===== src/rtl/cmt_prog_ctrl.sv =====
// rtl/cmt_prog_ctrl.sv - serial programming sequencer for a bank of clock generators
module cmt_prog_ctrl #(
  parameter int N_CLK        = 4,
  parameter int CE_DELAY     = 4,
  parameter int DONE_TIMEOUT = 1023
) (
  input  logic             CLK,
  input  logic             RESET_N,
  input  logic             req_valid,
  output logic             req_ready,
  input  logic [3:0]       req_chan,
  input  logic [7:0]       req_m,
  input  logic [7:0]       req_d,
  input  logic             glbl_en,
  input  logic [N_CLK-1:0] progdone,
  output logic [N_CLK-1:0] progen,
  output logic             progdata,
  output logic [N_CLK-1:0] clk_en,
  output logic             busy,
  output logic             err,
  output logic [1:0]       err_code,
  input  logic             err_clr,
  output logic             progdone_inv
);

  typedef enum logic [2:0] {
    S_IDLE,
    S_LOAD_D,
    S_GAP1,
    S_LOAD_M,
    S_GAP2,
    S_GO,
    S_WAIT_DONE
  } state_e;

  localparam logic [3:0]  CE_DELAY_W = 4'(CE_DELAY);
  localparam logic [4:0]  N_CLK_W    = 5'(N_CLK);
  localparam logic [15:0] WAIT_LAST  = 16'(DONE_TIMEOUT - 1);
  localparam logic [3:0]  LAST_BIT   = 4'd9;

  localparam logic [1:0] E_CHAN    = 2'b01;
  localparam logic [1:0] E_M_ZERO  = 2'b10;
  localparam logic [1:0] E_TIMEOUT = 2'b11;

  state_e             state_q, state_d;
  logic [3:0]         su_cnt_q;
  logic [3:0]         chan_q;
  logic [7:0]         m_q;
  logic [7:0]         d_q;
  logic [3:0]         bit_q;
  logic [15:0]        wcnt_q;
  logic [N_CLK-1:0]   mask_q;
  logic [N_CLK-1:0]   clk_en_q;
  logic               err_q;
  logic [1:0]         err_code_q;

  logic               startup_done;
  logic               accept;
  logic               chan_bad;
  logic               m_bad;
  logic               req_ok;
  logic [N_CLK-1:0]   chan_oh;
  logic [N_CLK-1:0]   req_oh;
  logic               done_sel;
  logic               done_ok;
  logic               timeout_hit;
  logic               new_err;
  logic [1:0]         new_code;
  logic [2:0]         bidx;

  assign startup_done = (su_cnt_q == CE_DELAY_W);
  assign req_ready    = (state_q == S_IDLE) && startup_done;
  assign busy         = ~req_ready;
  assign accept       = req_valid && req_ready;
  assign chan_bad     = ({1'b0, req_chan} >= N_CLK_W);
  assign m_bad        = (req_m == 8'd0);
  assign req_ok       = accept && !chan_bad && !m_bad;
  assign done_sel     = |(progdone & chan_oh);
  assign done_ok      = (state_q == S_WAIT_DONE) && (wcnt_q >= 16'd2) && done_sel;
  assign timeout_hit  = (state_q == S_WAIT_DONE) && (wcnt_q == WAIT_LAST);
  // Payload bits 0..7 sit at bit_q 2..9; the 3-bit wrap maps them onto 0..7.
  assign bidx         = bit_q[2:0] - 3'd2;
  assign progdone_inv = ~&progdone;
  assign clk_en       = clk_en_q;
  assign err          = err_q;
  assign err_code     = err_code_q;

  // One-hot decode of the latched channel and of the incoming request channel
  always_comb begin
    chan_oh = '0;
    req_oh  = '0;
    for (int i = 0; i < N_CLK; i++) begin
      chan_oh[i] = (chan_q == 4'(i));
      req_oh[i]  = (req_chan == 4'(i));
    end
  end

  // State register
  always_ff @(posedge CLK) begin
    if (!RESET_N) begin
      state_q <= S_IDLE;
    end else begin
      state_q <= state_d;
    end
  end

  // Next-state logic: fixed-length load phases, then wait for lock or timeout
  always_comb begin
    state_d = state_q;
    case (state_q)
      S_IDLE:      if (req_ok) state_d = S_LOAD_D;
      S_LOAD_D:    if (bit_q == LAST_BIT) state_d = S_GAP1;
      S_GAP1:      state_d = S_LOAD_M;
      S_LOAD_M:    if (bit_q == LAST_BIT) state_d = S_GAP2;
      S_GAP2:      state_d = S_GO;
      S_GO:        state_d = S_WAIT_DONE;
      S_WAIT_DONE: if (done_ok || timeout_hit) state_d = S_IDLE;
      default:     state_d = S_IDLE;
    endcase
  end

  // Output logic: program enable for the latched channel and the serial bit
  always_comb begin
    progen   = '0;
    progdata = 1'b0;
    case (state_q)
      S_LOAD_D: begin
        progen = chan_oh;
        if (bit_q == 4'd0)      progdata = 1'b1;
        else if (bit_q == 4'd1) progdata = 1'b0;
        else                    progdata = d_q[bidx];
      end
      S_LOAD_M: begin
        progen = chan_oh;
        if (bit_q < 4'd2) progdata = 1'b1;
        else              progdata = m_q[bidx];
      end
      S_GO: begin
        progen = chan_oh;
      end
      default: begin
        progen   = '0;
        progdata = 1'b0;
      end
    endcase
  end

  // Startup counter: saturates at CE_DELAY to release the request port
  always_ff @(posedge CLK) begin
    if (!RESET_N) begin
      su_cnt_q <= 4'd0;
    end else if (su_cnt_q != CE_DELAY_W) begin
      su_cnt_q <= su_cnt_q + 4'd1;
    end
  end

  // Request latch on a valid accept
  always_ff @(posedge CLK) begin
    if (!RESET_N) begin
      chan_q <= 4'd0;
      m_q    <= 8'd0;
      d_q    <= 8'd0;
    end else if (req_ok) begin
      chan_q <= req_chan;
      m_q    <= req_m;
      d_q    <= req_d;
    end
  end

  // Bit counter within load phases and cycle counter within WAIT_DONE
  always_ff @(posedge CLK) begin
    if (!RESET_N) begin
      bit_q  <= 4'd0;
      wcnt_q <= 16'd0;
    end else begin
      if ((state_q == S_LOAD_D || state_q == S_LOAD_M) && bit_q != LAST_BIT) begin
        bit_q <= bit_q + 4'd1;
      end else begin
        bit_q <= 4'd0;
      end
      if (state_q == S_WAIT_DONE) begin
        wcnt_q <= wcnt_q + 16'd1;
      end else begin
        wcnt_q <= 16'd0;
      end
    end
  end

  // Enable mask: a channel drops on accept and returns only after a good lock
  always_ff @(posedge CLK) begin
    if (!RESET_N) begin
      mask_q <= '1;
    end else if (req_ok) begin
      mask_q <= mask_q & ~req_oh;
    end else if (done_ok) begin
      mask_q <= mask_q | chan_oh;
    end
  end

  // Registered clock enables gated by the global enable and startup
  always_ff @(posedge CLK) begin
    if (!RESET_N) begin
      clk_en_q <= '0;
    end else begin
      clk_en_q <= mask_q & {N_CLK{glbl_en}} & {N_CLK{startup_done}};
    end
  end

  // Error detection: channel check beats zero multiplier; timeout loses to a late done
  always_comb begin
    new_err  = 1'b0;
    new_code = 2'b00;
    if (accept && chan_bad) begin
      new_err  = 1'b1;
      new_code = E_CHAN;
    end else if (accept && m_bad) begin
      new_err  = 1'b1;
      new_code = E_M_ZERO;
    end else if (timeout_hit && !done_ok) begin
      new_err  = 1'b1;
      new_code = E_TIMEOUT;
    end
  end

  // Sticky error: first code held until cleared; a clear coinciding with a new error records it
  always_ff @(posedge CLK) begin
    if (!RESET_N) begin
      err_q      <= 1'b0;
      err_code_q <= 2'b00;
    end else if (new_err) begin
      err_q <= 1'b1;
      if (!err_q || err_clr) begin
        err_code_q <= new_code;
      end
    end else if (err_clr) begin
      err_q      <= 1'b0;
      err_code_q <= 2'b00;
    end
  end

endmodule


===== config.mk =====
export PLATFORM = sky130hd
export DESIGN_NAME = cmt_prog_ctrl
export DESIGN_NICKNAME = d
export VERILOG_FILES = /design/src/rtl/cmt_prog_ctrl.sv
export SDC_FILE = /design/constraint.sdc
export NUM_CORES = 1
export LEC_CHECK = 0
export CAP_MARGIN = 20
export CORE_UTILIZATION = 57
export CTS_CLUSTER_DIAMETER = 60
export DETAILED_ROUTE_END_ITERATION = 10
export PLACE_DENSITY_LB_ADDON = 0.2
export SLEW_MARGIN = 20
export SYNTH_ARGS = -nofsm -noshare
export SYNTH_HDL_FRONTEND = slang
export SYNTH_SLANG_ARGS = --single-unit

===== constraint.sdc =====
create_clock -name CLK -period 3.1 [get_ports CLK]
set_input_delay 0.31 -clock CLK [delete_from_list [all_inputs] [get_ports CLK]]
set_output_delay 0.31 -clock CLK [all_outputs]
set_load 0.02 [all_outputs]

==> flow_summary.toml, run 1 <==
[final_layout]
final_cell_mix = "58 x dfxtp_1, 45 x nor2_1, 43 x clkdlybuf4s50_1, 23 x nand2_1, 15 x a21oi_1"
fill_cells = 342
seqCellArea_mm2 = 0.00116
drive_above_1_share = 0.0787
multiInputGateArea_mm2 = 0.00139
final_common_cell = "dfxtp_1"
area_growth_pct = 23.1
antenna_cells = 0
nets = 375

[worst_setup_path]
crit_chain = "mux4_2 > or3_1 > o21ai_0 > a211oi_1 > clkdlybuf4s50_1"
crit_path_end_kind = "primary output"
crit_fanout = 9
worstSetupPathType = "reg2out"
timing.rr.end = "m_q[1]$_SDFFE_PN0P_"
reg2reg_slack_ns = 0.92
start_kind = "flop"
rr_startpoint = "su_cnt_q[1]$_SDFFE_PN0N_"
worst_path_max_delay_cell = "dfxtp_1"
cp_data_arrival_time_ns = 2.53
critPathTopFamily = "flip-flops"
ff2ff_path_depth = 7
worstPathRequired_ns = 2.79
cp_num_buf_inv = 1
critPathMaxStageDelay_ns = 0.58

[die]
start_util = 0.601
io_pins = 44
rows = 24
fp.dieW_um = 70.5
dieArea_mm2 = 0.00496
coreArea_mm2 = 0.00444
die_height_um = 70.5

[clock_network]
cts_tree = "built"
cts_buffers = 9
postCtsHoldBufs = 0
cts-root-buf = "clkbuf_8"
htreeDepth = 3
clk_latency_ns = 0.34
cts-resized-gates = 0
cts.sinks = 58
cts.clk_slew.worst_paths_ns = 0.06
cts_setup_buffers = 0
cts.path.max_buffers = 2

[detailed_routing]
ant_nets = 0
drtIter0Drc = 177
drcViolationCount = 10
routed_wl_mm = 5.91
firstDrtPassIters = 7
dr_total_vias = 2256
avgRoutedWirePerCell_um = 15.0
via_per_inst = 5.71

[power]
power_density_mw_per_mm2 = 459
peakVddDrop_v = 0.000266
leakagePower_nw = 1.27
p_total_mw = 1.51

[global_route]
grt_pass1_vias = 2122
grt_pass1_wl_mm = 9.60
grt_usage = 0.254
grt_max_degree = 26
grt_overflow = 0
antenna_found_initial = 0

[logic_synthesis]
synth_fp_nets = 331
synthCells = 294
syn_area_mm2 = 0.00267
ys_ff_latch = 58
yosys_warnings = 0
synth-async-reset-ratio = 0
syn_avg_cell_area_um2 = 9.09
yosysSeqAreaShare = 0.435
synth_edf_count = 0
synth_cell_type_count = 46
synthFlopType = "dfxtp_1"

[min_path]
whs_endpoint = "m_q[0]$_SDFFE_PN0P_"
hold_start = "m_q[0]$_SDFFE_PN0P_"
min_path_type = "reg2reg"
hold_depth = 2

[placed_design]
gp_congestion = 0.816
dp_hpwl_mm = 4.09
portBuffers = 43

[timing]
post-route-period-util = 0.917
slew_viol_final = 0
rsz0062_at_grt = "false"
setup_viol = 0
relSlewSlack = 0.635
hold_violations = 0
period_minus_slack_ns = 2.84
worst_pin_slew_ns = 0.546
fmax_ghz = 0.352
clock_skew_ns = 0.00544
fin_setup_tns_ns = 0

[run_status]
status = "finished with violations"
violations = "DRC"

[run]
maxCapViolCount = 0
## cell families after synthesis
logic type	share of synthesized area
AO/OA/AOI/OAI	0.0895
XOR/XNOR	0.0557
adder cells (fa/ha/maj)	0.0375
buffers and inverters	0.0468
flip-flops	0.435
multiplexers	0.0824
AND/OR/NAND/NOR	0.253
## metal layers
layer	share of wire	wire [um]	GRT usage
met3	0.059	346	0.0794
met5	0	0	0
met2	0.49	2870	0.414
met1	0.44	2620	0.303
met4	0.011	64	0.120
## cell type report
cell class	instances	area share
inverters	13	0.0148
multi-input cells	211	0.421
clock inverters	2	0.00304
repair buffers	45	0.135
well taps	52	0.0198
clock buffers	14	0.0525
flip-flops and latches	58	0.353
## how the worst max path moves through the flow
stage                                   start       end  slack, ns  depth (start not counted)
after floorplan           bit_q[1]$_SDFF_PN0_  progdata       1.16                          5
after global placement    bit_q[0]$_SDFF_PN0_  progdata       0.67                          5
after detailed placement  bit_q[0]$_SDFF_PN0_  progdata       0.61                          6
after CTS                 bit_q[0]$_SDFF_PN0_  progdata       0.24                          6
after global routing      bit_q[0]$_SDFF_PN0_  progdata       0.09                          6
final                     bit_q[0]$_SDFF_PN0_  progdata       0.26                          5
## where the power goes
part	leakage [nW]	total (mW)	internal, mW	switching, mW
Clock	0.0965	0.648	0.354	0.295
Sequential	0.468	0.762	0.754	0.00865
Combinational	0.707	0.0994	0.0556	0.0438
Total	1.27	1.51	1.16	0.347
## state kept, by name, summed over array words and instances (netlist names), 2 cells and up
name and cells:
m_q 8, chan_q 4, d_q 8, state_q 3, mask_q 4, clk_en 4
su_cnt_q 4, err_code 2, bit_q 4, wcnt_q 16
## through the flow
stage	area, um^2	worst slack [ns]	hold WS [ns]	instances	util
2_1_floorplan	2670	1.16	0.397	294	-
6_report	3290	0.258	0.473	395	0.740
3_3_place_gp	3110	0.674	0.436	379	0.699
4_1_cts	3290	0.238	0.470	395	0.740
3_5_place_dp	3110	0.610	0.454	379	0.699
5_1_grt	3290	0.0924	0.496	395	0.740
## cell usage after synthesis (2+ instances only)
| cell type | number | share of area |
|---|---|---|
| nand2b_1 | 3 | 0.0070 |
| nand4_1 | 6 | 0.014 |
| and3_1 | 5 | 0.012 |
| nor3_1 | 3 | 0.0056 |
| and2_1 | 5 | 0.012 |
| buf_2 | 4 | 0.0075 |
| mux4_2 | 4 | 0.034 |
| a31oi_1 | 2 | 0.0047 |
| a21oi_1 | 15 | 0.028 |
| o21ai_0 | 4 | 0.0075 |
| mux2i_1 | 13 | 0.049 |
| a22oi_1 | 3 | 0.0084 |
| buf_4 | 2 | 0.0056 |
| or2_2 | 2 | 0.0047 |
| and4_1 | 5 | 0.016 |
| clkbuf_1 | 4 | 0.0056 |
| or4_1 | 2 | 0.0056 |
| dfxtp_1 | 58 | 0.43 |
| nand3_1 | 13 | 0.024 |
| and3b_1 | 2 | 0.0066 |
| o32a_1 | 2 | 0.0075 |
| nor4_1 | 8 | 0.019 |
| ha_1 | 8 | 0.037 |
| nand2_1 | 23 | 0.032 |
| nor2_1 | 45 | 0.063 |
| a211oi_1 | 3 | 0.0084 |
| or3_1 | 4 | 0.0094 |
| inv_1 | 13 | 0.018 |
| xnor2_1 | 5 | 0.016 |
| xor2_1 | 12 | 0.039 |
## worst register-to-register path, cell delays in order, from the launching register on
cell and delay (ns):
dfxtp_1 0.36, inv_1 0.10, ha_1 0.19, and3b_1 0.34, and4_1 0.49, nand2_4 0.28, a22oi_1 0.24, nor2_1 0.06
Note: power is estimated with default switching activity, not from simulation.
==> inputs of run 2 (changes only) <==
--- a/config.mk
+++ b/config.mk
@@ -6,10 +6,11 @@
 export NUM_CORES = 1
 export LEC_CHECK = 0
 export CAP_MARGIN = 20
+export CORE_MARGIN = 5
 export CORE_UTILIZATION = 57
 export CTS_CLUSTER_DIAMETER = 60
 export DETAILED_ROUTE_END_ITERATION = 10
-export PLACE_DENSITY_LB_ADDON = 0.2
+export PLACE_DENSITY = 0.85
 export SLEW_MARGIN = 20
 export SYNTH_ARGS = -nofsm -noshare
 export SYNTH_HDL_FRONTEND = slang
==> run 2 against run 1 <==
Net effect:
- the flow now finishes without violations
- sequential share of layout area decreased by 0.17 points
- fmax decreased by 0.42%
- flip-flop and latch count unchanged
==> flow_summary.toml, run 2 (same netlist as run 1, synthesis figures left out) <==
[die]
dieArea_mm2 = 0.00616
io_pins = 44
rows = 25
fp.dieW_um = 78.5
start_util = 0.577
coreArea_mm2 = 0.00463
die_height_um = 78.5

[power]
peakVddDrop_v = 0.000387
p_total_mw = 1.56
leakagePower_nw = 1.28
power_density_mw_per_mm2 = 473

[final_layout]
post-route-util = 0.714
regMostFlops = "wcnt_q"
stdcell_count = 396
final_cell_mix = "58 x dfxtp_1, 45 x nor2_1, 43 x clkdlybuf4s50_1, 23 x nand2_1, 15 x a21oi_1"
drive_above_1_share = 0.0819
largest_reg_flops = 16
seqCellArea_mm2 = 0.00116
reg_top3 = "wcnt_q (16), d_q (8), m_q (8)"
multiInputGateArea_mm2 = 0.00139
antenna_cells = 0
final_common_cell = "dfxtp_1"
nets = 374
area_growth_pct = 23.7
final_area_mm2 = 0.00330
fill_cells = 347

[placed_design]
gp_congestion = 0.800
place_ws_ns = 0.608
portBuffers = 43
dp_hpwl_mm = 4.23
place_area_mm2 = 0.00310
placedCellCount = 380

[timing]
setup_viol = 0
rsz0062_at_grt = "false"
fin_setup_tns_ns = 0
post-route-period-util = 0.921
finalWorstSetupSlack_ns = 0.246
fmax_ghz = 0.350
slew_viol_final = 0
worst_pin_slew_ns = 0.537
hold_violations = 0
relSlewSlack = 0.641
clock_skew_ns = 0.00724
whs_ns = 0.459
period_minus_slack_ns = 2.85

[clock_network]
cts_tree = "built"
cts-root-buf = "clkbuf_8"
postCtsHoldBufs = 0
cts-resized-gates = 0
cts.clk_slew.worst_paths_ns = 0.07
cts_buffers = 9
cts.sinks = 58
clk_latency_ns = 0.33
htreeDepth = 3
cts_setup_buffers = 0
cts.path.max_buffers = 2

[global_route]
gr-max-usage-layer = "met2"
antenna_found_initial = 0
grt_usage = 0.215
grt_max_degree = 25
grt_pass1_wl_mm = 10.3
grt_overflow = 0
grt_pass1_vias = 2240
grt_util_met1 = 0.233
use_met2 = 0.380
met3_usage = 0.0849

[worst_setup_path]
worstSetupPathType = "reg2out"
cp_common_cell = "a211oi_1"
start_kind = "flop"
crit_start = "bit_q[0]$_SDFF_PN0_"
cp_data_arrival_time_ns = 2.54
worst_path_max_delay_cell = "dfxtp_1"
crit_chain = "mux4_2 > mux2i_1 > a21oi_1 > a211oi_1 > a211oi_1 > clkdlybuf4s50_1"
crit_path_end_kind = "primary output"
critPathTopFamily = "multiplexers"
worstPathRequired_ns = 2.79
cp_num_buf_inv = 1
critPathMaxStageDelay_ns = 0.56
rr_startpoint = "su_cnt_q[0]$_SDFFE_PN0N_"
crit_fanout = 9

[detailed_routing]
firstDrtPassIters = 4
routed_wl_mm = 6.01
drcViolationCount = 0
dr_total_vias = 2233
ant_nets = 0
drtIter0Drc = 164
avgRoutedWirePerCell_um = 15.2
via_per_inst = 5.64

[run_status]
status = "finished clean"

[min_path]
hold_start = "mask_q[3]$_SDFFE_PN1P_"
min_path_type = "reg2reg"

[run]
maxCapViolCount = 0
==> run 2: cell types whose count changed in the layout (fill, tap and decap cells not counted) <==
| cell | before | now |
|---|---|---|
| buf_4 | 2 | 1 |
| bufinv_16 | 0 | 1 |
| clkinvlp_4 | 0 | 1 |
| clkbuf_8 | 12 | 11 |
| clkbuf_1 | 2 | 0 |
| clkinv_2 | 2 | 3 |
==> run 2: final cells by class <==
| cell class | count | share of cell area |
|---|---|---|
| clock inverter | 5 | 0.0159 |
| clock buffer | 11 | 0.0458 |
| multi-input combinational | 211 | 0.419 |
| tap | 54 | 0.0204 |
| timing repair buffer | 44 | 0.133 |
| inverter | 13 | 0.0148 |
| sequential | 58 | 0.351 |
==> run 2: where the power goes <==
part           total, mW  internal, mW  leakage (nW)  switching (mW)
Clock              0.705         0.410         0.105           0.294
Sequential         0.760         0.753         0.468         0.00688
Combinational     0.0973        0.0546         0.703          0.0427
==> run 2: worst paths after layout <==
check / endpoint / slack (ns) / depth (start not counted)
worst max-delay path: progdata / 0.25 / 6
worst min register to register: clk_en[3]$_SDFF_PN0_ / 0.46 / 1
worst min-delay path: clk_en[3]$_SDFF_PN0_ / 0.46 / 1
worst max register to register: d_q[5]$_SDFFE_PN0P_ / 0.88 / 7
==> run 2: routing by layer <==
metal  up-vias  part of all wire  wire, um
met5         -                 0         0
met4         0            0.0073        44
met3         4             0.048       289
met2        45              0.52      3150
met1      1066              0.42      2520
li1       1118                 -         -
==> run 2: worst register-to-register path, stage by stage, from the launching register on <==
cell,delay [ns]
dfxtp_1,0.32
inv_1,0.09
ha_1,0.19
and3b_1,0.32
and4_1,0.52
nand2_4,0.29
mux2i_1,0.28
nor2_1,0.06
==> inputs of run 3 (changes only) <==
--- a/config.mk
+++ b/config.mk
@@ -7,10 +7,12 @@
 export LEC_CHECK = 0
 export CAP_MARGIN = 20
 export CORE_MARGIN = 5
-export CORE_UTILIZATION = 57
+export CORE_UTILIZATION = 59
+export CTS_BUF_LIST = sky130_fd_sc_hd__clkbuf_8
 export CTS_CLUSTER_DIAMETER = 60
 export DETAILED_ROUTE_END_ITERATION = 10
-export PLACE_DENSITY = 0.85
+export MAX_ROUTING_LAYER = met4
+export PLACE_DENSITY = 0.87
 export SLEW_MARGIN = 20
 export SYNTH_ARGS = -nofsm -noshare
 export SYNTH_HDL_FRONTEND = slang
==> run 3 against run 2 <==
Net effect:
- clock skew down 0.0020 ns
- clock power down 10%
- final cell count down 0.25%
- utilization up 3.5 points
- clock-buffer cell count down 2
- non-clock buffer count up 1
- total power down 4.5%
- critical endpoint unchanged
==> flow_summary.toml, run 3 (same netlist as run 1, synthesis figures left out) <==
[run]
maxCapViolCount = 0

[worst_setup_path]
ff2ff_path_depth = 7
crit_fanout = 9
crit_path_end_kind = "primary output"
timing.rr.end = "mask_q[3]$_SDFFE_PN1P_"
reg2reg_slack_ns = 0.94
start_kind = "flop"
crit_start = "bit_q[0]$_SDFF_PN0_"
cp_data_arrival_time_ns = 2.51
cp-endpoint = "progdata"
rr_startpoint = "su_cnt_q[0]$_SDFFE_PN0N_"
worstSetupPathType = "reg2out"
worstPathRequired_ns = 2.79

[final_layout]
antenna_cells = 0
reg_top3 = "wcnt_q (16), d_q (8), m_q (8)"
nets = 375
stdcell_count = 395
fill_cells = 325
largest_reg_flops = 16
regMostFlops = "wcnt_q"
final_common_cell = "dfxtp_1"
final_cell_mix = "58 x dfxtp_1, 45 x nor2_1, 43 x clkdlybuf4s50_1, 23 x nand2_1, 17 x inv_1"
drive_above_1_share = 0.0729
area_growth_pct = 23.0

[clock_network]
cts_setup_buffers = 0
clk_latency_ns = 0.33
cts_buffers = 9
cts.clk_slew.worst_paths_ns = 0.06
cts.sinks = 58
htreeDepth = 3
cts_tree = "built"
cts.path.max_buffers = 2
cts-root-buf = "clkbuf_8"
cts-resized-gates = 0
postCtsHoldBufs = 0

[power]
leakagePower_nw = 1.28
combinationalPowerShare = 0.067
power_density_mw_per_mm2 = 454
clkPwrFrac = 0.423
switching_share = 0.219
netSwitchingPower_mw = 0.326
internal-power_mw = 1.17
peakVddDrop_v = 0.000260
pwr-share-seq = 0.510

[timing]
rsz0062_at_grt = "false"
hold_violations = 0
clock_skew_ns = 0.00526
worst_pin_slew_ns = 0.486
post-route-period-util = 0.910
fin_setup_tns_ns = 0
setup_viol = 0
period_minus_slack_ns = 2.82
finalWorstSetupSlack_ns = 0.278
fmax_ghz = 0.354
slew_viol_final = 0
relSlewSlack = 0.672

[global_route]
grt_overflow = 0
grt_max_degree = 28
grt_usage = 0.212
antenna_found_initial = 0
grt_pass1_vias = 2172
grt_pass1_wl_mm = 10.0

[detailed_routing]
dr_total_vias = 2258
avgRoutedWirePerCell_um = 14.4
firstDrtPassIters = 4
routed_wl_mm = 5.69
drtIter0Drc = 171
drcViolationCount = 0
via_per_inst = 5.72
ant_nets = 0

[die]
die_height_um = 77.3
coreArea_mm2 = 0.00438
dieArea_mm2 = 0.00597
fp.dieW_um = 77.3
start_util = 0.609
io_pins = 44
rows = 24

[run_status]
status = "finished clean"

[min_path]
min_path_type = "reg2reg"

[placed_design]
gp_congestion = 0.837
place_ws_ns = 0.629
placedCellCount = 379
dp_hpwl_mm = 4.15
portBuffers = 43
-- run 3: cell count changes in the layout (fill, tap and decap cells not counted), sizes merged --
cell / change
buf: +1
clkbuf: -2
clkinv: -1
clkinvlp: -1
inv: +4
-- run 3: routing by layer --
metal	global-route usage	share of wire	up-vias
li1	-	-	1126
met2	0.327	0.49	59
met1	0.256	0.43	1063
met4	0.0962	0.019	0
met3	0.0609	0.051	10
met5	-	0	-
-- run 3: layout make-up --
| type | count | area [um^2] | share of cell area |
|---|---|---|---|
| Multi-Input combinational cell | 211 | 1390 | 0.422 |
| Sequential cell | 58 | 1160 | 0.354 |
| Timing Repair Buffer | 45 | 445 | 0.136 |
| Clock buffer | 9 | 124 | 0.0377 |
| Tap cell | 52 | 65.1 | 0.0198 |
| Clock inverter | 7 | 55.1 | 0.0168 |
| Inverter | 13 | 48.8 | 0.0149 |
-- run 3: how the worst min path moves through the flow --
stage / to / slack (ns) / depth (start not counted) / from
finish: clk_en[3]$_SDFF_PN0_ / 0.45 / 1 / mask_q[3]$_SDFFE_PN1P_
CTS: clk_en[3]$_SDFF_PN0_ / 0.46 / 1 / mask_q[3]$_SDFFE_PN1P_
global placement: clk_en[3]$_SDFF_PN0_ / 0.44 / 1 / mask_q[3]$_SDFFE_PN1P_
global route: clk_en[3]$_SDFF_PN0_ / 0.48 / 1 / mask_q[3]$_SDFFE_PN1P_
floorplan: mask_q[3]$_SDFFE_PN1P_ / 0.40 / 1 / req_chan[1]
detailed placement: clk_en[3]$_SDFF_PN0_ / 0.44 / 1 / mask_q[3]$_SDFFE_PN1P_
-- run 3: critical path, stage by stage, from the launching register on --
cell	delay (ns)
dfxtp_1	0.56
mux4_2	0.55
or3_1	0.34
o21ai_0	0.08
a211oi_1	0.10
clkdlybuf4s50_1	0.55
-- run 3: metrics by stage --
step	hold slack (ns)	total power [mW]	utilization	area (um^2)
6_report	0.453	1.49	0.749	3280
5_1_grt	0.482	1.55	0.749	3280
4_1_cts	0.458	1.50	0.749	3280
3_5_place_dp	0.443	0.875	0.708	3110
3_3_place_gp	0.444	0.871	0.708	3110
2_1_floorplan	0.397	0.819	-	2670
-- run 3: power groups by stage --
stage,registers (mW),clock network [mW],logic (mW)
CTS,0.761,0.644,0.0991
detailed placement,0.777,0,0.0974
global route,0.761,0.684,0.108
global placement,0.777,0,0.0947
finish,0.761,0.631,0.0992
floorplan,0.777,0,0.0423
